[src/rtl/lc3_mem_responder.sv]
// LC-3 memory-side responder: RAM plus switch/hex I/O register behind MAR/MDR.
// Each access waits WAIT_STATES cycles, then pulses R for one cycle.
module lc3_mem_responder #(
    parameter int          ADDR_BITS   = 8,
    parameter int          WAIT_STATES = 2,
    parameter logic [15:0] IO_ADDR     = 16'hFFFF
) (
    input  logic        Clk,
    input  logic        Reset,
    input  logic        MEM_REQ,
    input  logic        MEM_WE,
    input  logic [15:0] ADDR,
    input  logic [15:0] DATA_W,
    input  logic [15:0] SW,
    output logic [15:0] DATA_R,
    output logic        R,
    output logic        BUSY,
    output logic [15:0] HEX_Out
);

    localparam logic [3:0] WS = 4'(WAIT_STATES);

    typedef enum logic [1:0] {
        IDLE,
        WAIT,
        DONE
    } state_t;

    state_t                 state;
    logic [3:0]             count;
    logic [15:0]            addr_q;
    logic [15:0]            data_q;
    logic                   we_q;
    logic [15:0]            ram [2**ADDR_BITS];
    logic                   access;
    logic                   is_io;
    logic [ADDR_BITS-1:0]   idx;

    assign access = (state == WAIT) && (count == 4'd0);
    assign is_io  = (addr_q == IO_ADDR);
    // Upper address bits are dropped, so out-of-range addresses alias.
    assign idx    = addr_q[ADDR_BITS-1:0];

    always_ff @(posedge Clk or negedge Reset) begin
        if (!Reset) begin
            state   <= IDLE;
            count   <= 4'd0;
            addr_q  <= 16'h0000;
            data_q  <= 16'h0000;
            we_q    <= 1'b0;
            DATA_R  <= 16'h0000;
            R       <= 1'b0;
            BUSY    <= 1'b0;
            HEX_Out <= 16'h0000;
        end else begin
            case (state)
                IDLE: begin
                    R <= 1'b0;
                    if (MEM_REQ) begin
                        addr_q <= ADDR;
                        data_q <= DATA_W;
                        we_q   <= MEM_WE;
                        count  <= WS;
                        BUSY   <= 1'b1;
                        state  <= WAIT;
                    end
                end
                WAIT: begin
                    if (count != 4'd0) begin
                        count <= count - 4'd1;
                    end else begin
                        if (!we_q) begin
                            DATA_R <= is_io ? SW : ram[idx];
                        end else if (is_io) begin
                            HEX_Out <= data_q;
                        end
                        R     <= 1'b1;
                        state <= DONE;
                    end
                end
                DONE: begin
                    R     <= 1'b0;
                    BUSY  <= 1'b0;
                    state <= IDLE;
                end
                default: begin
                    R     <= 1'b0;
                    BUSY  <= 1'b0;
                    state <= IDLE;
                end
            endcase
        end
    end

    // RAM has no reset; a reset before the access edge drops the write.
    always_ff @(posedge Clk) begin
        if (access && we_q && !is_io) begin
            ram[idx] <= data_q;
        end
    end

endmodule

[config.mk]
export PLATFORM = sky130hd
export DESIGN_NAME = lc3_mem_responder
export DESIGN_NICKNAME = d
export VERILOG_FILES = /design/src/rtl/lc3_mem_responder.sv
export SDC_FILE = /design/constraint.sdc
export NUM_CORES = 2
export LEC_CHECK = 0
export ABC_CLOCK_PERIOD_IN_PS = 6720
export BUFFER_PORTS_ARGS = -buffer_cell sky130_fd_sc_hd__buf_2
export CAP_MARGIN = 10
export CORE_UTILIZATION = 30
export DETAILED_ROUTE_END_ITERATION = 7
export SYNTH_ARGS = -nofsm -noshare
export SYNTH_HDL_FRONTEND = slang
export SYNTH_SLANG_ARGS = --single-unit
[constraint.sdc]
create_clock -name Clk -period 6.72 [get_ports Clk]
set_input_delay 0.336 -clock Clk [delete_from_list [all_inputs] [get_ports Clk]]
set_output_delay 0.336 -clock Clk [all_outputs]
set_load 0.02 [all_outputs]
* Word level (Yosys, flattened, before mapping)
Memories as Yosys holds them, arrays and structs flattened. Cells that the tools add are included.
Storage, ports and cells: bits in latches 0, memories kept 1, memory bits (read-only) 0, register bits after elaboration 73, logic and storage cells 46, output and inout bits 34, bits of input ports 52, RAM bits 4096
Operators by class: mux-type cells 13, $mul 0, shift-type cells 0, equality and inequality tests 5, add/sub/neg operators 1, order comparisons 0, reduce and logical (&&, ||, !) cells 14, div/mod/pow operators 0, bitwise logic cells 3
Memories:
- ram | depth 256, width 16, read ports 1, clocked after memory_dff 0, wr ports 1, RTL line 34 | logic [15:0] ram [2**ADDR_BITS];
Operators by type and width (number):
- 16-bit == test, second input constant | 1
- 16-bit two-way mux | 1
- 4-bit two-way mux | 2
- 4-bit one-hot mux with 2 select lines | 1
- 2-bit AND reduction | 3
- 3-bit AND reduction | 2
- 1-bit two-way mux | 5
- 4-bit zero test | 1
- 2-bit two-way mux | 2
- 2-bit inequality test, second input constant | 2
- 2-bit one-hot mux with 2 select lines | 1
- 4-bit AND reduction | 1
- 4-bit nonzero test | 1
- 4-bit by 1-bit subtractor with 4-bit output, second input constant | 1
- 1-bit logical AND | 3
- 1-bit inverter | 3
- 2-bit by 1-bit == test with 1-bit output, second input constant | 1
- 2-bit zero test | 1
- 2-bit by 1-bit inequality test with 1-bit output, second input constant | 1
- 1-bit one-hot mux with 2 select lines | 1
- 2-bit nonzero test | 1
- 1-bit zero test | 1

* Depth between registers and ports, before layout
depth after elaboration 6, depth in mapped cells 14, mapped depth without buffers 8

* Worst setup path after synthesis
Ideal clock, no wire load.
kind flip-flop to flip-flop, start register data_q[0], end memory ram[0][0], data pin, arrival 3195 ps, clock period less this slack 4001 ps, data required time 5914 ps, slack 2719 ps, stages on the path, launching flop included 1, path buffers 0, cell sequence dfrtp_1
RTL lines:
- from (decl) | RTL line 32 | logic [15:0] data_q;
- from (signal assigned) | RTL line 49 | data_q <= 16'h0000;
- from (signal assigned) | RTL line 61 | data_q <= DATA_W;
- to (decl) | RTL line 34
No word-level cell before the write port.

* Worst setup path in the final report
start register addr_q[0], end register DATA_R[6]
Between the ends: longest elaborated chain between the ends 2, elaborated cells on any way between the ends 3
Ends and longest elaborated chain:
- from (decl) | RTL line 31 | logic [15:0] addr_q;
- from (signal assigned) | RTL line 48 | addr_q <= 16'h0000;
- from (signal assigned) | RTL line 60 | addr_q <= ADDR;
- memory 256 x 16 bit / 16-bit == test (equally long branches)
- 16-bit two-way mux * | RTL line 73 | DATA_R <= is_io ? SW : ram[idx];
- to (signal assigned) | RTL line 73
- to (decl) | RTL line 15 | output logic [15:0] DATA_R,
Every way passes the cells marked *; elsewhere a longest branch is shown, timed or not. A chain may end at the register's enable or synchronous reset.

==> reports/results.ini <==
[cts]
cts_sinks=4169
post_cts_buffers=0
cts_tree=built
cts.clk_slew.worst_paths_ps=70
clock_path_buffers=4
cts_buffers=424
post_cts_resize_count=0
hold_buffers=50
clkLatencyLatePin_ps=990
htreeDepth=5
root_buffer=clkbuf_16

[cells_and_area]
utilization_pct=34.9
ff_latch_area_sq_um=125000
num-nets-final=7972
num-fill-cells=48400
finalNonFillerCells=15300
syn_to_final_growth_pct=15.7
multiInputGateArea_sq_um=33200
drive_above_1_share_pct=25.5

[min_path]
hold-path-cell-count=4
min-delay-start=DATA_W[12]
hp-class=input pin to flop

[floorplanning]
start_util_pct=30.2
fp-row-count=267
pin_count=86
fp.dieH_um=732
coreArea_sq_um=530000
die_area_sq_um=536000
die_x_um=732

[setup_path]
reg2reg_depth=10
start_kind=flop
crit_arrival_ps=5620
crit_family=buffers and inverters
cp.required_ps=7590
rrSetupSlack_ps=1960
path_depth=10
crit_path_max_fanout=39
crit_start=addr_q[0]
cp-end-kind=flop
worstReg2RegStart=addr_q[0]
path_cells=buf_12 -> buf_4 -> buf_4 -> mux4_2 -> mux4_2 -> mux2i_1 -> nor2_1 -> a41oi_1 -> o211a_1 -> a21oi_1
cpPeakStageDelay_ps=670
crit_buf_inv=3
cp_slowest_cell=dfrtp_4
critical_path_class=flop to flop

[synth]
async_flop_share_pct=1.75
synth_cell_types=53
syn-num-nets=7420
avgSynthCellArea_sq_um=21.7
synth.area.top_cells=edfxtp_1 (77%), mux4_2 (13%), mux2i_1 (2.9%)
yosysMostFrequentCell=edfxtp_1
synth_ff_type=edfxtp_1
synth_top_area_share_pct=76.9
netlist_top_cells_count=edfxtp_1 (4096), mux4_2 (892), mux2i_1 (464), nor2_1 (325), nand2_1 (206)
syn_area_sq_um=160000
synth-seq-area-share_pct=78.0
yosys.area.top_type=edfxtp_1
ys_seq_elements=4169
synthCells=7366
synth-edff-count=4096
yosys_warnings=0

[status]
status=finished clean

[detailed_routing]
wirelength_mm=455
ant_nets=0
first_pass_iters=6
drt-met1-wl_mm=178
drcViolationCount=0
wl_per_cell_um=29.8
vias_per_cell=5.28
top_layer=met5
wl_met2_mm=213
dr.first_iter.drc_count=11100
vias=80700
wl_met3_mm=44.4

[sta]
fmax_ghz=0.210
drv_slew=0
tightest_slew_ps=1430
fin_crit_ps=4760
max_slew_margin_pct=4.94
clock-skew-final_ps=68.1
rsz0062_at_grt=false
fin_crit_sh_pct=70.8
finalHoldViolCount=0
setup_tns_ps=0
setup_viol=0

[global_route]
overflow=0
grt_usage_pct=16.4
grt_pass1_vias=80200
grt_pass1_wl_mm=633
grt_max_degree=197
antenna_found_initial=38

[placed_design]
io_buffers=85
dpl.cell_count=14400
gp_routability_congestion=0.847
dpl.hpwl_mm=272

[pwr]
powerDensity_nw_per_um2=430
vdd_drop_max_mv=0.377
power_mw=79.5
p_leak_nw=57.7

[flow_run]
maxCapViolCount=0

==> metrics by stage <==
| stage | cell area, sq um | setup WS (ps) | hold slack [ps] |
|---|---|---|---|
| 2_1_floorplan | 160000 | 2720 | 40.4 |
| 3_3_place_gp | 171000 | 1370 | 224 |
| 3_5_place_dp | 171000 | 1920 | 238 |
| 4_1_cts | 185000 | 1910 | 16.5 |
| 5_1_grt | 185000 | 1830 | 60.3 |
| 6_report | 185000 | 1960 | 87.2 |
==> power breakdown <==
group,total [mW],switching (mW),leakage [nW],internal (mW)
combinational,22.6,15.1,13.0,7.48
sequential,33.7,1.35,38.0,32.4
clock,23.2,9.96,6.63,13.2
total,79.5,26.4,57.7,53.1
==> sequential cells by signal, indices dropped and copies added, names as in the netlist <==
signal   count
DATA_R      16
BUSY         1
addr_q      16
HEX_Out     16
ram       4096
we_q         1
state        2
data_q      16
R            1
count        4
==> cells in the final DEF, fill, tap and decap left out, types with 88 or more instances in the layout <==
cell type	count
mux4_2	892
buf_4	393
clkbuf_16	431
a221oi_1	95
clkinv_1	94
nand2_1	193
a22oi_1	127
edfxtp_1	4096
nor2_1	305
buf_2	88
clkbuf_1	95
mux2i_1	464
==> layer usage <==
metal / up-vias / GRT usage, %
met2: 4260 / 26.0
li1: 32100 / -
met5: - / 0
met3: 765 / 3.56
met4: 10 / 6.29
met1: 43500 / 22.1
==> worst register-to-register path: stages (launching register included) <==
cell,delay [ps]
dfrtp_4,670
buf_12,410
buf_4,530
buf_4,560
mux4_2,570
mux4_2,500
mux2i_1,290
nor2_1,110
a41oi_1,600
o211a_1,330
a21oi_1,80
==> final timing paths <==
path | end
max | DATA_R[6]
max reg2reg | DATA_R[6]
min in group asynchronous | HEX_Out[8]
min reg2reg | addr_q[8]
min | data_q[12]
max in group asynchronous | data_q[6]
==> logic make-up after synthesis <==
kind of cell,synth area share [%]
flops,78.0
mux,15.7
simple gates,2.14
compound gates,2.73
buf+inv,1.40
xor+xnor,0.0109
fa+ha+maj,0.0156
==> area by class of cell <==
cell class	count	share of cell area, %
clock inverter	245	1.31
tap	6994	4.73
clock buffer	530	6.05
antenna	25	0.0338
inverter	5	0.0101
sequential	4169	67.5
multi-input combinational	2754	17.9
timing repair buffer	564	2.46
Power figures use the tool's default switching activity.
